--- src/rtl/sar_conv_ctrl.sv ---
// SAR conversion controller: periodic cnvst generation, eoc edge capture,
// and a show-ahead result FIFO drained over valid/ready.
module sar_conv_ctrl #(
  parameter int RES       = 10,
  parameter int PERIOD    = 64,
  parameter int CNVST_LEN = 2,
  parameter int TIMEOUT   = 48,
  parameter int DEPTH     = 4
) (
  input  logic                     clk,
  input  logic                     rst,
  input  logic                     en,
  input  logic                     clr_err,
  input  logic [RES-1:0]           sar,
  input  logic                     eoc,
  output logic                     cnvst,
  output logic                     busy,
  output logic [RES-1:0]           dout,
  output logic                     dout_valid,
  input  logic                     dout_ready,
  output logic                     overflow,
  output logic                     timeout_err,
  output logic [$clog2(DEPTH):0]   level
);

  // state    | meaning
  // IDLE     | no conversion scheduled, waiting for en
  // START    | cnvst high for CNVST_LEN clocks
  // WAIT_EOC | waiting for eoc rising edge, bounded by TIMEOUT
  // HOLD     | idle remainder of the conversion period

  localparam int AW = $clog2(DEPTH);
  localparam int PW = $clog2(PERIOD);
  localparam int TW = (TIMEOUT > 1) ? $clog2(TIMEOUT) : 1;

  if (PERIOD < CNVST_LEN + TIMEOUT + 2) begin : g_bad_period
    $error("PERIOD too short for CNVST_LEN + TIMEOUT");
  end
  if (CNVST_LEN < 1) begin : g_bad_cnvst_len
    $error("CNVST_LEN must be at least 1");
  end
  if (DEPTH < 2 || (DEPTH & (DEPTH - 1)) != 0) begin : g_bad_depth
    $error("DEPTH must be a power of 2 and at least 2");
  end

  typedef enum logic [1:0] {IDLE, START, WAIT_EOC, HOLD} state_t;

  state_t          state, state_nxt;
  logic [PW-1:0]   pcnt;
  logic [TW-1:0]   tcnt;
  logic            eoc_q;
  logic            eoc_edge;
  logic            tmo_hit;

  logic [RES-1:0]  mem [DEPTH];
  logic [AW-1:0]   wptr, rptr;
  logic            full, push, pop, ovf_set;

  always_comb begin
    state_nxt = state;
    eoc_edge  = 1'b0;
    tmo_hit   = 1'b0;
    case (state)
      IDLE:     if (en) state_nxt = START;
      START:    if (pcnt == PW'(CNVST_LEN - 1)) state_nxt = WAIT_EOC;
      WAIT_EOC: begin
        eoc_edge = eoc & ~eoc_q;
        tmo_hit  = ~eoc_edge && (tcnt == TW'(TIMEOUT - 1));
        if (eoc_edge || tmo_hit) state_nxt = HOLD;
      end
      HOLD:     if (pcnt == PW'(PERIOD - 1)) state_nxt = en ? START : IDLE;
      default:  state_nxt = IDLE;
    endcase
  end

  assign busy = (state == START) || (state == WAIT_EOC);

  // eoc_q resets high so an eoc already asserted at release is not an edge
  always_ff @(posedge clk or negedge rst) begin
    if (!rst) begin
      state <= IDLE;
      cnvst <= 1'b0;
      pcnt  <= '0;
      tcnt  <= '0;
      eoc_q <= 1'b1;
    end else begin
      state <= state_nxt;
      cnvst <= (state_nxt == START);
      eoc_q <= eoc;
      if (state_nxt == START && state != START) pcnt <= '0;
      else if (pcnt == PW'(PERIOD - 1))         pcnt <= '0;
      else                                      pcnt <= pcnt + 1'b1;
      if (state_nxt == WAIT_EOC && state != WAIT_EOC) tcnt <= '0;
      else if (state == WAIT_EOC)                     tcnt <= tcnt + 1'b1;
    end
  end

  // A full FIFO still accepts a word when the head is popped in the same cycle
  assign full       = (level == (AW + 1)'(DEPTH));
  assign dout_valid = (level != '0);
  assign pop        = dout_valid & dout_ready;
  assign push       = eoc_edge & (~full | pop);
  assign ovf_set    = eoc_edge & full & ~pop;
  assign dout       = dout_valid ? mem[rptr] : '0;

  always_ff @(posedge clk) begin
    if (push) mem[wptr] <= sar;
  end

  always_ff @(posedge clk or negedge rst) begin
    if (!rst) begin
      wptr  <= '0;
      rptr  <= '0;
      level <= '0;
    end else begin
      if (push) wptr <= wptr + 1'b1;
      if (pop)  rptr <= rptr + 1'b1;
      case ({push, pop})
        2'b10:   level <= level + 1'b1;
        2'b01:   level <= level - 1'b1;
        default: level <= level;
      endcase
    end
  end

  always_ff @(posedge clk or negedge rst) begin
    if (!rst) begin
      overflow    <= 1'b0;
      timeout_err <= 1'b0;
    end else begin
      if (ovf_set)      overflow <= 1'b1;
      else if (clr_err) overflow <= 1'b0;
      if (tmo_hit)      timeout_err <= 1'b1;
      else if (clr_err) timeout_err <= 1'b0;
    end
  end

endmodule

--- config.mk ---
export PLATFORM = sky130hd
export DESIGN_NAME = sar_conv_ctrl
export DESIGN_NICKNAME = d
export VERILOG_FILES = /design/src/rtl/sar_conv_ctrl.sv
export SDC_FILE = /design/constraint.sdc
export NUM_CORES = 1
export LEC_CHECK = 0
export ABC_AREA = 1
export BUFFER_PORTS_ARGS = -buffer_cell sky130_fd_sc_hd__buf_2
export CELL_PAD_IN_SITES_DETAIL_PLACEMENT = 1
export CELL_PAD_IN_SITES_GLOBAL_PLACEMENT = 2
export CORE_MARGIN = 2
export CORE_UTILIZATION = 39
export CTS_BUF_LIST = sky130_fd_sc_hd__clkbuf_4
export DETAILED_ROUTE_END_ITERATION = 8
export HOLD_SLACK_MARGIN = 0.03
export PLACE_DENSITY = 0.92
export SLEW_MARGIN = 20
export SYNTH_ARGS = -nofsm -noshare
export SYNTH_HDL_FRONTEND = slang
export SYNTH_SLANG_ARGS = --single-unit
--- constraint.sdc ---
create_clock -name clk -period 2.4 [get_ports clk]
set_clock_uncertainty 0.05 [all_clocks]
set_input_delay 0.12 -clock clk [delete_from_list [all_inputs] [get_ports clk]]
set_output_delay 0.12 -clock clk [all_outputs]
set_load 0.02 [all_outputs]
## Word-level counts from Yosys, hierarchy flattened

Memories as Yosys holds them, arrays and structs flattened.
Cells that the tools add are included.

- Logic and storage cells: 70
- Output and inout bits: 18
- Memories: 1
- Input port bits: 16
- Flip-flop bits (word level): 25
- Memory bits (writable): 40

Memories:

| memory | depth | width | read ports | clocked after Yosys merged registers in | write ports | line | RTL |
|---|---|---|---|---|---|---|---|
| mem | 4 | 10 | 1 | 0 | 1 | 55 | `logic [RES-1:0] mem [DEPTH];` |

- Bitwise logic cells: 10
- Add/sub/neg operators: 6
- Equal/unequal tests: 13
- Reductions and logical operators: 11
- Mux-type cells: 19

Operators by type and width:

| operator | count |
|---|---|
| 6-bit 2-to-1 mux | 4 |
| 6-bit by 1-bit adder with 6-bit output, second input constant | 2 |
| 6-bit equality test, second input constant | 2 |
| 10-bit 2-to-1 mux | 1 |
| 2-bit equality test, second input constant | 4 |
| 1-bit 2-to-1 mux | 8 |
| 2-bit 2-to-1 mux | 4 |
| 2-bit case mux with 4 select lines | 1 |
| 2-bit nonzero test | 4 |
| 2-bit by 1-bit equality test with 1-bit output, second input constant | 3 |
| 6-bit by 1-bit equality test with 1-bit output, second input constant | 1 |
| 3-bit case mux with 2 select lines | 1 |
| 1-bit AND | 5 |
| 2-bit by 1-bit adder with 2-bit output, second input constant | 2 |
| 1-bit inverter | 4 |
| 3-bit by 1-bit adder with 3-bit output, second input constant | 1 |
| 3-bit equality test, second input constant | 1 |
| 1-bit logical AND | 3 |
| 3-bit nonzero test | 1 |
| 3-bit by 1-bit subtractor with 3-bit output, second input constant | 1 |
| 2-bit zero test | 1 |
| 1-bit logical OR | 2 |
| 2-bit by 1-bit inequality test with 1-bit output, second input constant | 1 |
| 2-bit inequality test, second input constant | 1 |
| 1-bit bitwise OR | 1 |

## Longest topological paths before layout

Gate-level depths: netlist of run 1.

- Depth after elaboration: 10
- Gate-level depth with buffers: 13
- Mapped depth without buffers: 12

## Worst setup path before layout of run 1

Ideal clock, no wire load.

- Kind: reg-to-reg
- From: register state[0]
- To: memory mem[0][0], enable pin
- Data arrival time: 1.549 ns
- Setup slack: 0.425 ns
- Library setup time: 0.376 ns
- Cell stages (with the launch flop): 8
- Path buffers: 1
- Data required time: 1.974 ns
- Period minus slack after synthesis: 1.975 ns
- Path through: dfrtp_1 -> inv_1 -> ha_1 -> buf_4 -> nand2_1 -> inv_1 -> nand2_2 -> nor2_1

- Word-level cells in the longest chain between the ends: 5

Ends and longest elaborated chain:

| item | line | RTL |
|---|---|---|
| start: declaration | 48 | `state_t state, state_nxt;` |
| start signal: assignment | 87 | `state <= state_nxt;` |
| 2-bit equality test | 63 | `case (state)` |
| 1-bit 2-to-1 mux | 63 |  |
| 1-bit AND | 102 | `assign push = eoc_edge & (~full \| pop);` |
| 1-bit 2-to-1 mux | 107 | `if (push) mem[wptr] <= sar;` |
| 1-bit 2-to-1 mux (not written as such) | 107 |  |
| end: declaration | 55 |  |

Every way passes these cells.

## Worst setup path in the final report of run 1

- From: register rptr[1]
- To: output port dout[3]

- Word-level cells in the longest chain between the ends: 2

Ends and longest elaborated chain:

| item | line | RTL |
|---|---|---|
| start: declaration | 56 | `logic [AW-1:0] wptr, rptr;` |
| start signal: assignment | 117 | `if (pop) rptr <= rptr + 1'b1;` |
| memory read 4 x 10 bit | - |  |
| 10-bit 2-to-1 mux | 104 | `assign dout = dout_valid ? mem[rptr] : '0;` |
| end: declaration | 18 | `output logic [RES-1:0] dout,` |

Every way passes these cells.

==> results of run 1 <==
-- routing by layer --
layer | share of wire, % | GRT usage (%) | up-vias
met1 | 48 | 22.0 | 1007
met2 | 47 | 25.4 | 26
met5 | 0 | 0 | -
met3 | 3.5 | 4.44 | 6
met4 | 1.2 | 5.97 | 0
li1 | - | - | 1060
-- where the power goes --
| group | total (mW) | leakage (nW) | internal (mW) | switching [mW] |
|---|---|---|---|---|
| Combinational | 1.69 | 0.833 | 0.595 | 1.10 |
| Clock | 0.692 | 0.0591 | 0.304 | 0.388 |
| Sequential | 1.52 | 0.674 | 1.35 | 0.170 |
| Total | 3.90 | 1.57 | 2.25 | 1.65 |
-- sequential cells by signal (all words and copies together), names as in the netlist, 2 cells and up --
register and count:
mem 40, level 3, state 2, pcnt 6, rptr 2, tcnt 6, wptr 2
-- cells by family after synthesis --
kind of cell             synth area share (%)
AO/OA/AOI/OAI                            7.90
XOR/XNOR                                 3.45
adder cells (fa/ha/maj)                  5.24
buffers and inverters                    5.78
flip-flops                               60.7
AND/OR/NAND/NOR                          16.9
-- repair_timing --
| action | 4_1_cts | 5_1_grt |
|---|---|---|
| hold buffers | 14 | 0 |
| gates resized for setup | 0 | 0 |
| endpoints found under the hold margin | 68 | 0 |
-- area by class of cell --
class	count	area (µm²)	area share, %
multi-input cells	180	1010	28.1
well taps	102	128	3.57
clock inverters	6	60.1	1.68
repair buffers	53	350	9.79
inverters	37	139	3.88
flip-flops and latches	65	1830	51.1
clock buffers	9	67.6	1.89
-- how the worst max path moves through the flow --
stage | end | cells after the start | startpoint
CTS | dout[3] | 5 | rptr[1]
global route | dout[6] | 5 | rptr[1]
global placement | mem[1][7] | 7 | state[0]
finish | dout[3] | 5 | rptr[1]
detailed placement | mem[2][1] | 7 | state[0]
floorplan | mem[0][0] | 7 | state[0]
-- cell usage in the layout, fill, tap and decap left out, types with 9 or more instances in the layout --
cell type,instances
o21ai_0,21
clkbuf_4,9
inv_1,37
a21oi_1,22
nand2_1,29
buf_2,33
dlygate4sd3_1,14
ha_1,11
nor2_1,55
edfxtp_1,40
dfrtp_1,24
-- worst register-to-register path, cell delays in order, from the launching register on --
cell	delay [ps]
dfrtp_1	460
inv_1	110
ha_1	320
nand2_1	170
nand2_1	110
fa_1	420
nand2_1	100
o21ai_1	90
xnor2_1	130
-- through the flow --
stage / hold WS (ps) / utilization (%) / setup WS [ps]
CTS: 39.8 / 47.1 / 277
global placement: 100 / 43.5 / 472
detailed placement: 108 / 43.5 / 356
floorplan: -226 / - / 425
finish: 67.0 / 47.1 / 311
global route: 71.3 / 47.1 / 88.2
==> impl_metrics.yaml, run 1 <==
power:
  total_power_mw: 3.90
  powerDensity_nw_per_um2: 1090
  power.leakage_nw: 1.57
  ir_worst_vdd_uv: 443
setup_path:
  required_ps: 2230
  r2r_slack_ps: 350
  path_delay_family: "flip-flops"
  path_class: "register to output pin"
  rr_worst_depth: 8
  crit_arrival_ps: 1920
  max_stage_delay_ps: 580
  worst-path-buf-inv: 2
  path_max_fanout: 11
  cp_cell_sequence: "inv_1 -> nor2_1 -> o21ai_0 -> a21oi_1 -> buf_2"
  critPathCaptureType: "output pin"
  r2r-end: "level[2]"
  cp_slowest_cell: "dfrtp_1"
  start_kind: "register"
  reg2reg_from: "state[0]"
place:
  placed_cell_area_um2: 3310
  dpl.hpwl_um: 4370
  portBuffers: 33
  placed_cells: 423
  gp_congestion: 0.864
detailed_routing:
  first_pass_iters: 4
  wirelength_um: 6220
  remaining_drc_errors: 0
  wire_per_inst_um: 13.8
  vias: 2099
  vias_per_cell: 4.64
  drtAntennaViolNets: 0
  drt-initial-drc-count: 52
logic_synthesis:
  async_reset_ff_share_pct: 38.5
  netlist.area_leader.share_pct: 39.9
  synth_cell_types: 30
  ys_seq_area_share_pct: 60.7
  syn-num-nets: 318
  synth_commonest_cells: "nor2_1 (55), edfxtp_1 (40), inv_1 (37)"
  avgSynthCellArea_um2: 10.4
  yosysTopAreaCell: "edfxtp_1"
  ys_ff_latch: 65
  yosys-top-cells-area: "edfxtp_1 (40%), dfrtp_1 (20%), nor2_1 (6.9%)"
  syn_area_um2: 3010
  synthFlopType: "edfxtp_1"
  synth_cells: 290
  synth_warnings: 0
  post-synth-top-count-cell: "nor2_1"
  synth_edf_count: 40
run:
  drv_cap: 0
timing:
  finalSetupViolations: 0
  worst_pin_slew_ps: 586
  rsz0062_at_grt: "false"
  relSlewSlack_pct: 60.9
  fin_crit_sh_pct: 87.0
  slew_viol_final: 0
  finalSetupTns_ps: 0
  period_needed_ps: 2090
  fmax_mhz: 479
  final-hold-violation-count: 0
finish:
  syn2layout_area_growth_pct: 19.0
  fin_area_um2: 3580
  fillers: 883
  fin_nets: 374
  final_cells: 452
  drive_above_1_share_pct: 19.4
  diodes: 0
run_status:
  status: "completed"
global_routing:
  grt_start_max_net_pins: 26
  grt_pass1_vias: 2136
  grt_pass1_wl_um: 10500
  grt_use_total_pct: 16.3
  antenna_found_initial: 0
  overflow: 0
clock_tree:
  clkSinkCount: 65
  clk_path_buf_depth: 2
  cts_htree_levels: 3
  numCtsBuffers: 9
  clock-root-buffer: "clkbuf_4"
  clk-insertion-delay-late_ps: 410
  clkSlewWorstSetupHoldPaths_ps: 120
  cts_tree: "yes"
  cts_setup_buffers: 0
hold_path:
  hold_end: "state[1]"
  worstHoldStart: "en"
  holdCritPathClass: "primary input to register"
  hold_depth: 4
floorplan:
  coreArea_um2: 7610
  die_h_um: 91.8
  die_x_um: 91.8
  rows: 32
  dieArea_um2: 8430
  start_util_pct: 39.6
  io_pins: 34
(Power assumes the default switching activity.)
==> inputs of run 2 (changes only) <==
--- a/config.mk
+++ b/config.mk
@@ -5,12 +5,11 @@
 export SDC_FILE = /design/constraint.sdc
 export NUM_CORES = 1
 export LEC_CHECK = 0
-export ABC_AREA = 1
 export BUFFER_PORTS_ARGS = -buffer_cell sky130_fd_sc_hd__buf_2
 export CELL_PAD_IN_SITES_DETAIL_PLACEMENT = 1
 export CELL_PAD_IN_SITES_GLOBAL_PLACEMENT = 2
 export CORE_MARGIN = 2
-export CORE_UTILIZATION = 39
+export CORE_UTILIZATION = 42
 export CTS_BUF_LIST = sky130_fd_sc_hd__clkbuf_4
 export DETAILED_ROUTE_END_ITERATION = 8
 export HOLD_SLACK_MARGIN = 0.03
==> run 2 against run 1 <==
Compared with the run above:
- maximum frequency fell by 3.9%
- combinational power fell by 2%
- die area fell by 8.2%
- final cell count fell by 18%
- setup slack got worse by 85 ps
- sequential power rose by 4%
- global-route usage rose by 0.71 points
==> impl_metrics.yaml, run 2 <==
global_routing:
  grt_pass1_vias: 1972
  overflow: 0
  grt_use_total_pct: 17.0
  grt_start_max_net_pins: 26
  grt_pass1_wl_um: 9740
  antenna_found_initial: 0
clock_tree:
  clk_path_buf_depth: 2
  clkSlewWorstSetupHoldPaths_ps: 120
  cts_tree: "yes"
  cts_htree_levels: 3
  clk-insertion-delay-late_ps: 410
  numCtsBuffers: 9
  cts_setup_buffers: 0
  clock-root-buffer: "clkbuf_4"
  clkSinkCount: 65
power:
  powerDensity_nw_per_um2: 1140
  power.leakage_nw: 1.43
  ir_worst_vdd_uv: 517
finish:
  top_register: "mem"
  layout_common_cells: "edfxtp_1 (40), buf_2 (33), dfrtp_1 (24), and2_1 (16), a21oi_1 (15)"
  largestRegisters: "mem x40, pcnt x6, tcnt x6"
  diodes: 0
  final_cells: 369
  syn2layout_area_growth_pct: 21.5
  largest_register_ffs: 40
  drive_above_1_share_pct: 28.6
  fin_nets: 296
  mostFrequentLayoutCell: "edfxtp_1"
timing:
  period_needed_ps: 2170
  final-hold-violation-count: 0
  finalSetupTns_ps: 0
  finalSetupViolations: 0
  fmax_mhz: 460
  relSlewSlack_pct: 62.3
  fin_crit_sh_pct: 90.6
  slew_viol_final: 0
  rsz0062_at_grt: "false"
  worst_pin_slew_ps: 566
logic_synthesis:
  synth_cell_types: 44
  ys_ff_latch: 65
  netlist.area_leader.share_pct: 40.5
  avgSynthCellArea_um2: 14.2
  post-synth-top-count-cell: "edfxtp_1"
  ys_seq_area_share_pct: 61.7
  synth_warnings: 0
  async_reset_ff_share_pct: 38.5
  synth_cells: 209
  syn_area_um2: 2960
  synth_commonest_cells: "edfxtp_1 (40), dfrtp_1 (24), and2_1 (16)"
  syn-num-nets: 237
  yosysTopAreaCell: "edfxtp_1"
  yosys-top-cells-area: "edfxtp_1 (41%), dfrtp_1 (20%), mux4_2 (7.6%)"
  synthFlopType: "edfxtp_1"
  synth_edf_count: 40
floorplan:
  start_util_pct: 43.6
  coreArea_um2: 6790
  dieArea_um2: 7750
  die_x_um: 88.0
  rows: 30
  die_h_um: 88.0
  io_pins: 34
detailed_routing:
  vias_per_cell: 4.96
  drtAntennaViolNets: 0
  wirelength_um: 5980
  vias: 1829
  first_pass_iters: 4
  remaining_drc_errors: 0
  wire_per_inst_um: 16.2
  drt-initial-drc-count: 76
setup_path:
  start_kind: "register"
  path_class: "register to register"
  crit_arrival_ps: 2460
  path_max_fanout: 5
  critPathCaptureType: "register"
  required_ps: 2680
place:
  dpl.hpwl_um: 4220
  placed_cells: 339
  portBuffers: 33
  gp_congestion: 0.805
hold_path:
  holdCritPathClass: "primary input to async pin"
run_status:
  status: "completed"
run:
  drv_cap: 0
[run 2: cell count changes after synthesis, moves of 10 or more]
cell     delta
and2_1     +16
inv_1      -26
mux4_2     +10
nand2_1    -16
nor2_1     -50
o21ai_0    -15
[run 2: kinds of logic after synthesis]
kind of cell,count (synthesis),synth area share [%]
AO/OA/AOI/OAI,31,6.59
XOR/XNOR,14,4.14
adder cells (fa/ha/maj),12,5.32
buffers and inverters,17,2.32
flip-flops,65,61.7
multiplexers,13,8.61
AND/OR/NAND/NOR,57,11.4
[run 2: final timing paths]
check                         start       end  slack [ps]  cells after the start
hold reg to reg            overflow  overflow         490                      2
setup / recovery           level[2]  level[1]         230                      7
min in group clk                 en  state[0]         180                      4
max in group asynchronous       rst     eoc_q        1740                      2
hold / removal                  rst   rptr[0]         170                      2
setup reg to reg           level[2]  level[1]         230                      7
[run 2: worst max-delay path, stage by stage (launching register included)]
cell	delay, ps
dfrtp_1	460
or3_1	410
and2_1	200
nand2_1	90
fa_1	430
a211oi_1	170
o21ai_0	110
a22oi_1	190
[run 2: final cells by class]
cell class / instances / area (µm²)
Multi-Input combinational cell: 127 / 1070
Inverter: 12 / 47.5
Sequential cell: 65 / 1830
Clock inverter: 7 / 103
Timing Repair Buffer: 53 / 363
Tap cell: 96 / 120
Fill cell: 704 / 3190
Clock buffer: 9 / 67.6
[run 2: metal layers]
metal | routed length [µm] | track usage, % | vias up | part of all wire [%]
li1 | - | - | 874 | -
met1 | 2660 | 21.4 | 921 | 44
met2 | 3060 | 28.0 | 28 | 51
met3 | 195 | 5.94 | 6 | 3.3
met4 | 65 | 5.23 | 0 | 1.1
met5 | 0 | 0 | - | 0
[run 2: what timing repair did]
item,CTS,global route
endpoints found under the hold margin,69,0
endpoints found under the setup margin,0,1
hold buffers,14,0
gates resized for setup,0,1
[run 2: through the flow]
stage | util [%] | setup slack, ps | total power [mW] | instance area, µm² | hold WS (ps)
after global routing | 53.0 | 56.1 | 4.38 | 3600 | 179
after CTS | 52.9 | 108 | 4.14 | 3600 | 161
after detailed placement | 48.4 | 140 | 3.25 | 3290 | 102
after floorplan | - | 214 | 2.73 | 2960 | -226
after global placement | 48.4 | 269 | 3.18 | 3290 | 102
final | 53.0 | 226 | 4.10 | 3600 | 171
[run 2: power by group]
group / switching, mW / internal [mW]
Combinational: 0.899 / 0.748
Sequential: 0.217 / 1.36
Clock: 0.437 / 0.433
